`config.mk`:
```
export PLATFORM = sky130hd
export DESIGN_NAME = sltu
export DESIGN_NICKNAME = d
export VERILOG_FILES = /design/src/rtl/sltu_pkg.sv /design/src/rtl/sltu_adder_n.sv /design/src/rtl/sltu.sv
export SDC_FILE = /design/constraint.sdc
export NUM_CORES = 1
export LEC_CHECK = 0
export CAP_MARGIN = 30
export CORE_UTILIZATION = 38
export DETAILED_ROUTE_END_ITERATION = 10
export PLACE_DENSITY = 0.91
export SLEW_MARGIN = 20
export SYNTH_ARGS = -nofsm -noshare
export SYNTH_HDL_FRONTEND = slang
export SYNTH_SLANG_ARGS = --single-unit
```
`constraint.sdc`:
```
create_clock -name vclk -period 5.45
set_input_delay 0.545 -clock vclk [all_inputs]
set_output_delay 0.545 -clock vclk [all_outputs]
set_load 0.005 [all_outputs]
```
`src/rtl/sltu_pkg.sv`:
```
// Shared constants for the unsigned set-less-than comparator.
// Imported by sltu (top) and adder_n (carry-chain sub-module).
package sltu_pkg;

    localparam int unsigned SLTU_DEFAULT_N = 32;
    localparam int unsigned SLTU_MAX_N     = 64;

endpackage : sltu_pkg

```
`src/rtl/sltu_adder_n.sv`:
```
// Parameterized N-bit ripple-carry adder built from per-bit full-adder logic.
// Used by sltu to form a + ~b + 1; only the carry-out matters there.
module adder_n
    import sltu_pkg::*;
#(
    parameter int unsigned N = SLTU_DEFAULT_N
) (
    input  logic [N-1:0] x,
    input  logic [N-1:0] y,
    input  logic         cin,
    output logic [N-1:0] sum,
    output logic         cout
);

    logic [N:0] carry;

    assign carry[0] = cin;

    for (genvar i = 0; i < N; i++) begin : g_fa
        logic p;
        assign p            = x[i] ^ y[i];
        assign sum[i]       = p ^ carry[i];
        assign carry[i + 1] = (x[i] & y[i]) | (carry[i] & p);
    end

    assign cout = carry[N];

endmodule : adder_n

```
`src/rtl/sltu.sv`:
```
// Unsigned a < b comparator via the carry-out of a + ~b + 1, plus equality flag.
// Macro SLTU_REG_OUT_EN: when defined lt_q is a flop of lt, otherwise lt_q = lt.
module sltu
    import sltu_pkg::*;
#(
    parameter int unsigned N = SLTU_DEFAULT_N
) (
    input  logic [N-1:0] a,
    input  logic [N-1:0] b,
    output logic         lt,
    output logic         eq,
    output logic         lt_q,
    input  logic         clk,
    input  logic         rst_n
);

    logic [N-1:0] diff_unused;
    logic         no_borrow;

    // A carry out of a + ~b + 1 means no borrow, i.e. a >= b unsigned.
    adder_n #(
        .N (N)
    ) u_sub (
        .x    (a),
        .y    (~b),
        .cin  (1'b1),
        .sum  (diff_unused),
        .cout (no_borrow)
    );

    assign lt = ~no_borrow;
    assign eq = ~|(a ^ b);

`ifdef SLTU_REG_OUT_EN
    logic lt_out_d;
    logic lt_out_q;

    assign lt_out_d = lt;

    always_ff @(posedge clk or negedge rst_n) begin
        if (!rst_n) begin
            lt_out_q <= 1'b0;
        end else begin
            lt_out_q <= lt_out_d;
        end
    end

    assign lt_q = lt_out_q;
`else
    logic unused_clk_rst;

    assign unused_clk_rst = clk ^ rst_n;
    assign lt_q           = lt;
`endif

endmodule : sltu

```
==> metrics, run 1 <==
sum of routed wire length over all layers=about 2.7 mm; number of setup violations in the final report=0; worst slew margin relative to its limit=0.741; Resized cells post-CTS=0; wire length of the first global-routing pass=roughly 4.4 mm; Largest stage delay, worst path=about 570 ps; antenna diode count=0; endpoint type of the worst setup path=primary output; total power=about 0.11 mW; Hold Violations, Final=0; setup TNS after final layout=0 ps; worst-case vdd ir drop=~0.00004 V; Hold-fix buffers, CTS=0; time the worst path needs with I/O delays and setup=between 3000 and 4000 ps; Initial DRT Pass Iterations=3; Placeable Area=2060 um2; Final Max Tran Viols=0; sequential cells=0; Mapped Avg Cell Area=~7.1 um2; initial core utilization=0.421; number of rows created at floorplan=16; power density over cell area=70.1 nW/um2; boundary pin count=between 60 and 70; Detailed Place HPWL=around 2.5 mm; Fmax achieved=roughly 0.27 GHz; type of element launching the critical path=input pin; cell-by-cell listing of the critical path=clkdlybuf4s50_1 > inv_1 > ha_1 > a211oi_2 > o211ai_1 > o311ai_1 > a311oi_1 > a2111oi_2 > clkdlybuf4s50_1; mapped cell area=between 800 and 900 um2; Total Routing Usage GR=0.224; wire length per cell after detailed routing=about 13 um; DR iter-0 viols=12; distinct cell type count after synthesis=23; sequential share of the synthesized area=0; category of cells accounting for the largest share of critical-path delay=compound AO/OA/AOI/OAI gates; die width=49.8 um; Setup Crit Path Kind=in2out; clock buffers=0; Crit path arrival time=roughly 3200 ps; I/O Buffers=67; Layout Utilization=0.758; cell type with the highest occurrence count on the critical path=sky130_fd_sc_hd__clkdlybuf4s50_1; vias in the first global route=roughly 1,100; static leakage=slightly below 0.8 nW; summed area of non-filler cells in the final layout=approximately 1600 um2; buffer count from post-CTS setup fixing=0; maximum fanout encountered on the critical timing path=2; antenna violations before repair=0; Final GP Congestion=0.813; detailed-route vias per instance=around 5; number of warnings issued by yosys=0; Max Cap Viol=0; Area Overhead vs Synth=80.4%; global route overflow=0; layout cells sized above 1=0.0160; result of the run=complete, no violations; NumNets Final=between 200 and 300; Worst Path Required=around 4900 ps; path type of the worst min-delay path=in2out; DRC Markers=0; cell area after placement=between 1500 and 2000 um2; slew at the pin closest to its max-slew limit=approximately 390 ps; share of the clock period used by the worst path after layout=0.683; register cell area after layout=0 um2; Die Area=about 2500 um2; number of instances in the synthesized netlist=122; highest-delay cell along the critical path=sky130_fd_sc_hd__clkdlybuf4s50_1; via count=between 1,000 and 1,500; vertical die dimension=49.8 um; total nets after synthesis=220; largest net degree at the start of global routing=4; unrepaired setup endpoints after global routing=no; count of buffering cells on the critical path with inverters included=3; remaining antenna violation count=0
==> kinds of logic (layout without fill, tap and decap cells) <==
kind of cell | count (synthesis) | count (layout) | synth area share
buffers and inverters | 37 | 103 | 0.165
AOI/OAI and AO/OA | 26 | 26 | 0.222
adders and majority gates | 32 | 32 | 0.462
and+or+nand+nor | 27 | 27 | 0.152
==> layout by cell type, fill, tap and decap left out, drive strengths merged <==
cell,n
o21ai,4
nand2b,2
a311oi,1
nor4,1
and2,2
o21a,1
a2111oi,1
or4,1
clkdlybuf4s50,67
o311ai,1
a21oi,6
nor2,3
a211o,1
nand4,3
o221ai,1
o211ai,2
a211oi,5
inv,36
ha,32
nand3,5
a21o,3
nand2,10
==> power by group <==
group          switching [mW]  total, mW  internal, mW
Combinational          0.0404      0.110        0.0693
Clock                       0          0             0
Sequential                  0          0             0
==> routing by layer <==
metal / wire length [um] / track usage / up-vias
li1: - / - / 553
met1: 1090 / 0.238 / 471
met2: 1440 / 0.457 / 40
met3: 111 / 0.0216 / 6
met4: 60 / 0.0524 / 0
met5: 0 / 0 / -
==> synth_stat cells <==
cell type	n	area, um2
sky130_fd_sc_hd__or4_1	1	7.51
sky130_fd_sc_hd__nand2_1	10	37.5
sky130_fd_sc_hd__ha_1	32	400
sky130_fd_sc_hd__nand4_1	3	18.8
sky130_fd_sc_hd__a211oi_1	3	22.5
sky130_fd_sc_hd__o311ai_1	1	8.76
sky130_fd_sc_hd__a211o_1	1	8.76
sky130_fd_sc_hd__o211ai_1	2	15.0
sky130_fd_sc_hd__buf_4	1	7.51
sky130_fd_sc_hd__a211oi_2	2	25.0
sky130_fd_sc_hd__and2_1	2	12.5
sky130_fd_sc_hd__o21ai_0	4	20.0
sky130_fd_sc_hd__a21o_1	3	22.5
sky130_fd_sc_hd__nor4_1	1	6.26
sky130_fd_sc_hd__nor2_1	3	11.3
sky130_fd_sc_hd__inv_1	36	135
sky130_fd_sc_hd__a21oi_1	6	30.0
sky130_fd_sc_hd__o221ai_1	1	8.76
sky130_fd_sc_hd__a311oi_1	1	8.76
sky130_fd_sc_hd__nand3_1	5	25.0
sky130_fd_sc_hd__a2111oi_2	1	15.0
sky130_fd_sc_hd__nand2b_1	2	12.5
sky130_fd_sc_hd__o21a_1	1	7.51
==> metrics by stage <==
step	cells	setup slack (ps)	hold WS, ps
after global placement	215	1780	2160
after global routing	215	1590	2250
after floorplan	122	2760	1270
final	215	1730	2230
after CTS	215	1720	2230
after detailed placement	215	1750	2220
==> final timing paths <==
path,start,to,slack (ps),cells past startpoint
worst min-delay path,a[31],lt_q,2230,4
worst max-delay path,b[6],lt,1730,9
==> cell type report <==
cell class	instances	area (um2)
Inverter	36	135
Multi-Input combinational cell	85	724
Tap cell	27	33.8
Timing Repair Buffer	67	671
Fill cell	155	498
No activity file was read; power rests on OpenSTA's default activity.
==> run 2, diff against run 1 <==
--- a/config.mk
+++ b/config.mk
@@ -6,9 +6,9 @@
 export NUM_CORES = 1
 export LEC_CHECK = 0
 export CAP_MARGIN = 30
-export CORE_UTILIZATION = 38
+export CORE_UTILIZATION = 35
 export DETAILED_ROUTE_END_ITERATION = 10
-export PLACE_DENSITY = 0.91
+export PLACE_DENSITY = 0.85
 export SLEW_MARGIN = 20
 export SYNTH_ARGS = -nofsm -noshare
 export SYNTH_HDL_FRONTEND = slang
==> constraint.sdc (replaced) <==
create_clock -name vclk -period 3.8
set_input_delay 0.38 -clock vclk [all_inputs]
set_output_delay 0.38 -clock vclk [all_outputs]
set_load 0.005 [all_outputs]
==> run 2 against run 1 <==
Effect of this change: die area up 8.2%; first-iteration DRC count unchanged; hold slack worse by 370 ps; cell area about the same.
==> metrics, run 2 (synthesis results as in run 1) <==
result of the run=complete, no violations (unchanged); clock buffers=0 (unchanged); register cell area after layout=0 um2 (unchanged); die width=51.8 um (was 49.8 um); number of rows created at floorplan=17 (was 16); amount of wire on met2 after detailed routing=1.51 mm (was 1.44 mm); Worst Path Required=3420 ps (was 4910 ps); Final Max Tran Viols=0 (unchanged); Hold-fix buffers, CTS=0 (unchanged); largest net degree at the start of global routing=4 (unchanged); Die Area=2680 um2 (was 2480 um2); Area Overhead vs Synth=80.5% (was 80.4%); time the worst path needs with I/O delays and setup=3360 ps; Layout Utilization=0.688 (was 0.758); wire length on met1=882 um (was 1.09 mm); Resized cells post-CTS=0 (unchanged); I/O Buffers=67 (unchanged); cell-by-cell listing of the critical path=clkdlybuf4s50_1 > inv_1 > ha_1 > a211oi_2 > o211ai_1 > o311ai_1 > a311oi_1 > a2111oi_2 > clkdlybuf4s50_1 (unchanged); Hold Violations, Final=0 (unchanged); wire length per cell after detailed routing=12.0 um (was 12.6 um); boundary pin count=69 (unchanged); worst slew margin relative to its limit=0.772 (was 0.741); NumNets Final=288 (unchanged); detailed-route vias per instance=5.01 (was 4.98); DR iter-0 viols=12 (unchanged); maximum fanout encountered on the critical timing path=2 (unchanged); Initial DRT Pass Iterations=4 (was 3); sum of routed wire length over all layers=2.59 mm (was 2.71 mm); Largest stage delay, worst path=580 ps (was 570 ps); highest-delay cell along the critical path=sky130_fd_sc_hd__clkdlybuf4s50_1 (unchanged); cell type with the highest occurrence count on the critical path=sky130_fd_sc_hd__clkdlybuf4s50_1 (unchanged); path type of the worst min-delay path=in2out (unchanged); cell area after placement=1570 um2 (was 1560 um2); worst-case vdd ir drop=0.0000585 V (was 0.0000406 V); setup TNS after final layout=0 ps (unchanged); number of setup violations in the final report=0 (unchanged); remaining antenna violation count=0 (unchanged); wire length of the first global-routing pass=4.20 mm (was 4.43 mm); buffer count from post-CTS setup fixing=0 (unchanged); Total Routing Usage GR=0.202 (was 0.224); antenna diode count=0 (unchanged); vias in the first global route=1,111 (was 1,092); slew at the pin closest to its max-slew limit=340 ps (was 385 ps); power density over cell area=98.8 nW/um2 (was 70.1 nW/um2); Detailed Place HPWL=2.51 mm (was 2.49 mm); Fmax achieved=0.297 GHz; most common library cell in the layout ignoring fill and taps=sky130_fd_sc_hd__clkdlybuf4s50_1 (unchanged); via count=1,083 (was 1,070); top library cells by usage in the layout, fill and taps aside=sky130_fd_sc_hd__clkdlybuf4s50_1 (67), sky130_fd_sc_hd__inv_1 (36), sky130_fd_sc_hd__ha_1 (32) (unchanged); endpoint type of the worst setup path=primary output (unchanged); DRC Markers=0 (unchanged); number of fillers in the final layout=186 (was 155); summed area of non-filler cells in the final layout=1570 um2 (was 1560 um2); layout cells sized above 1=0.0160 (unchanged); top routing layer in use=met4 (unchanged); type of element launching the critical path=input pin (unchanged); Placeable Area=2280 um2 (was 2060 um2); global route overflow=0 (unchanged); Hold WS=1860 ps (was 2230 ps); static leakage=0.795 nW (unchanged); pre-CTS worst setup slack=452 ps (was 1750 ps); Setup Crit Path Kind=in2out (unchanged); unrepaired setup endpoints after global routing=no (unchanged); share of the clock period used by the worst path after layout=0.885; Max Cap Viol=0 (unchanged); setup slack of the critical path after layout=437 ps (was 1730 ps); sequential cells=0 (unchanged); Final GP Congestion=0.718 (was 0.813); sum of met3 wire segment lengths after detailed routing=155 um (was 111 um); vertical die dimension=51.8 um (was 49.8 um); initial core utilization=0.381 (was 0.421); Crit path arrival time=2980 ps (was 3180 ps); antenna violations before repair=0 (unchanged)
-- run 2: cell counts in the layout (fill, tap and decap cells not counted) --
No cell type changed its count.
-- run 2: layout make-up --
| class | instances | area (um2) | share of cell area |
|---|---|---|---|
| timing repair buffer | 67 | 671 | 0.428 |
| multi-input combinational | 85 | 724 | 0.463 |
| inverter | 36 | 135 | 0.0863 |
| tap | 28 | 35.0 | 0.0224 |
-- run 2: per-layer routing --
metal / global-route usage / vias to the layer above
li1: - / 555
met1: 0.194 / 483
met2: 0.457 / 41
met3: 0.00292 / 4
met4: 0.0360 / 0
met5: 0 / -
-- run 2: final timing paths --
path   from  endpoint  depth (start not counted)  slack, ps
min   b[31]      lt_q                          5       1860
max    b[6]        lt                          9        440
-- run 2: metrics by stage --
step           total power, mW  cells
6_report                 0.155    216
5_1_grt                  0.173    216
4_1_cts                  0.157    216
3_5_place_dp             0.156    216
3_3_place_gp             0.148    216
2_1_floorplan           0.0685    122
-- run 2: where the power goes --
group,internal [mW],total [mW],leakage (nW),switching [mW]
combinational,0.0988,0.155,0.795,0.0559
sequential,0,0,0,0
clock,0,0,0,0
total,0.0988,0.155,0.795,0.0559
-- run 2: worst max-delay path, delay by kind of cell --
kind / cells / cell delay [ps]
buf+inv: 3 / 1070
fa+ha+maj: 1 / 290
compound gates: 5 / 1250
==> run 3, diff against run 2 <==
--- a/config.mk
+++ b/config.mk
@@ -6,6 +6,7 @@
 export NUM_CORES = 1
 export LEC_CHECK = 0
 export CAP_MARGIN = 30
+export CORE_MARGIN = 5
 export CORE_UTILIZATION = 35
 export DETAILED_ROUTE_END_ITERATION = 10
 export PLACE_DENSITY = 0.85
==> run 3 against run 2 <==
Effect of this change: clock-buffer cell count unchanged; global-route usage fell by 6.0 points; cell count is 0.93% higher; critical endpoint is now lt_q; die area grew 33%; non-clock buffer count unchanged.
==> metrics, run 3 (synthesis results as in run 1) <==
NumNets Final=288 (unchanged); Largest stage delay, worst path=580 ps (about the same); Initial DRT Pass Iterations=4 (unchanged); detailed-route vias per instance=4.74 (was 5.01); cell area after placement=1570 um2 (about the same); number of setup violations in the final report=0 (unchanged); wire length of the first global-routing pass=4.14 mm (was 4.20 mm); static leakage=0.795 nW (unchanged); Hold Crit Endpoint=lt (was lt_q); vertical die dimension=59.8 um (was 51.8 um); Final Max Tran Viols=0 (unchanged); result of the run=complete, no violations (unchanged); Detailed Place HPWL=2.45 mm (was 2.51 mm); boundary pin count=69 (unchanged); layout cells sized above 1=0.0160 (unchanged); Max Cap Viol=0 (unchanged); endpoint type of the worst setup path=primary output (unchanged); Setup Crit Path Kind=in2out (unchanged); switching pwr=0.0548 mW (was 0.0559 mW); Final GP Congestion=0.758 (was 0.718); Internal Power=0.0986 mW (was 0.0988 mW); power density over cell area=97.8 nW/um2 (was 98.8 nW/um2); power share of the sequential group=0 (about the same); total power=0.153 mW (was 0.155 mW); antenna diode count=0 (unchanged); clock buffers=0 (unchanged); worst hold path startpoint=b[31] (unchanged); vias in the first global route=1,093 (was 1,111); via count=1,033 (was 1,083); unrepaired setup endpoints after global routing=no (unchanged); number of rows created at floorplan=18 (was 17); Resized cells post-CTS=0 (unchanged); pre-CTS worst setup slack=398 ps (was 452 ps); area of the multi-input gates=724 um2 (unchanged); slew at the pin closest to its max-slew limit=367 ps (was 340 ps); Die Area=3570 um2 (was 2680 um2); switching fraction of total power=0.357 (was 0.361); die width=59.8 um (was 51.8 um); Worst Path Required=3420 ps (about the same); number of fillers in the final layout=220 (was 186); Critical Path Source=b[6] (unchanged); antenna violations before repair=0 (unchanged); setup TNS after final layout=0 ps (unchanged); power share of the combinational group=1.000 (about the same); global route overflow=0 (unchanged); largest net degree at the start of global routing=4 (unchanged); setup slack of the critical path after layout=399 ps (was 437 ps); I/O Buffers=67 (unchanged); maximum fanout encountered on the critical timing path=2 (unchanged); most common library cell in the layout ignoring fill and taps=sky130_fd_sc_hd__clkdlybuf4s50_1 (unchanged); Hold Violations, Final=0 (unchanged); cell type with the highest occurrence count on the critical path=sky130_fd_sc_hd__clkdlybuf4s50_1 (unchanged); sum of routed wire length over all layers=2.56 mm (was 2.59 mm); clock share of power=0 (about the same); Crit path arrival time=3020 ps (was 2980 ps); Total Routing Usage GR=0.142 (was 0.202); type of element launching the critical path=input pin (unchanged); DRC Markers=0 (unchanged); initial core utilization=0.356 (was 0.381); sequential cells=0 (unchanged); wire length per cell after detailed routing=11.8 um (was 12.0 um); buffer count from post-CTS setup fixing=0 (unchanged); summed area of non-filler cells in the final layout=1570 um2 (about the same); share of the clock period used by the worst path after layout=0.895 (was 0.885); highest-delay cell along the critical path=sky130_fd_sc_hd__clkdlybuf4s50_1 (unchanged); top library cells by usage in the layout, fill and taps aside=sky130_fd_sc_hd__clkdlybuf4s50_1 (67), sky130_fd_sc_hd__inv_1 (36), sky130_fd_sc_hd__ha_1 (32) (unchanged); hold depth=5 (unchanged); register cell area after layout=0 um2 (unchanged); Area Overhead vs Synth=80.8% (was 80.5%); Fmax achieved=0.294 GHz (was 0.297 GHz); remaining antenna violation count=0 (unchanged); worst slew margin relative to its limit=0.754 (was 0.772); time the worst path needs with I/O delays and setup=3400 ps (was 3360 ps); cell-by-cell listing of the critical path=clkdlybuf4s50_1 > inv_1 > ha_1 > a211oi_2 > o211ai_1 > o311ai_1 > a311oi_1 > a2111oi_2 > clkdlybuf4s50_1 (unchanged); worst-case vdd ir drop=0.0000581 V (was 0.0000585 V); Placeable Area=2430 um2 (was 2280 um2); Hold-fix buffers, CTS=0 (unchanged); DR iter-0 viols=17 (was 12); path type of the worst min-delay path=in2out (unchanged)
run 3: cell counts in the layout (fill, tap and decap cells not counted):
Identical to the previous run, type by type.
run 3: worst max path at each step:
stage	end	cells past startpoint
after detailed placement	lt_q	9
after global routing	lt_q	9
after global placement	lt	9
final	lt_q	9
after floorplan	lt_q	8
after CTS	lt_q	9
run 3: metrics by stage:
step           std cells   util  hold WS [ps]
2_1_floorplan        122      -           942
3_3_place_gp         218  0.645          1850
3_5_place_dp         218  0.645          1850
4_1_cts              218  0.645          1850
5_1_grt              218  0.645          1890
6_report             218  0.645          1840
run 3: metal layers:
metal | track usage | vias up | wire [um]
met5 | 0 | - | 0
met1 | 0.147 | 437 | 948
met3 | 0.0130 | 4 | 212
met4 | 0.0253 | 0 | 44
met2 | 0.298 | 40 | 1360
li1 | - | 552 | -
run 3: power by group through the flow:
stage | clock, mW | sequential [mW] | combinational (mW)
after global placement | 0 | 0 | 0.149
after CTS | 0 | 0 | 0.155
after floorplan | 0 | 0 | 0.0685
after global routing | 0 | 0 | 0.172
after detailed placement | 0 | 0 | 0.154
final | 0 | 0 | 0.153
run 3: critical path: cells and delay by family:
| family | cells | cell delay [ps] |
|---|---|---|
| AO/OA/AOI/OAI | 5 | 1270 |
| buffers and inverters | 3 | 1070 |
| adder cells (fa/ha/maj) | 1 | 290 |
run 3: cell type report:
class | instances | share of cell area
multi-input cells | 85 | 0.462
well taps | 30 | 0.0239
inverters | 36 | 0.0862
repair buffers | 67 | 0.428
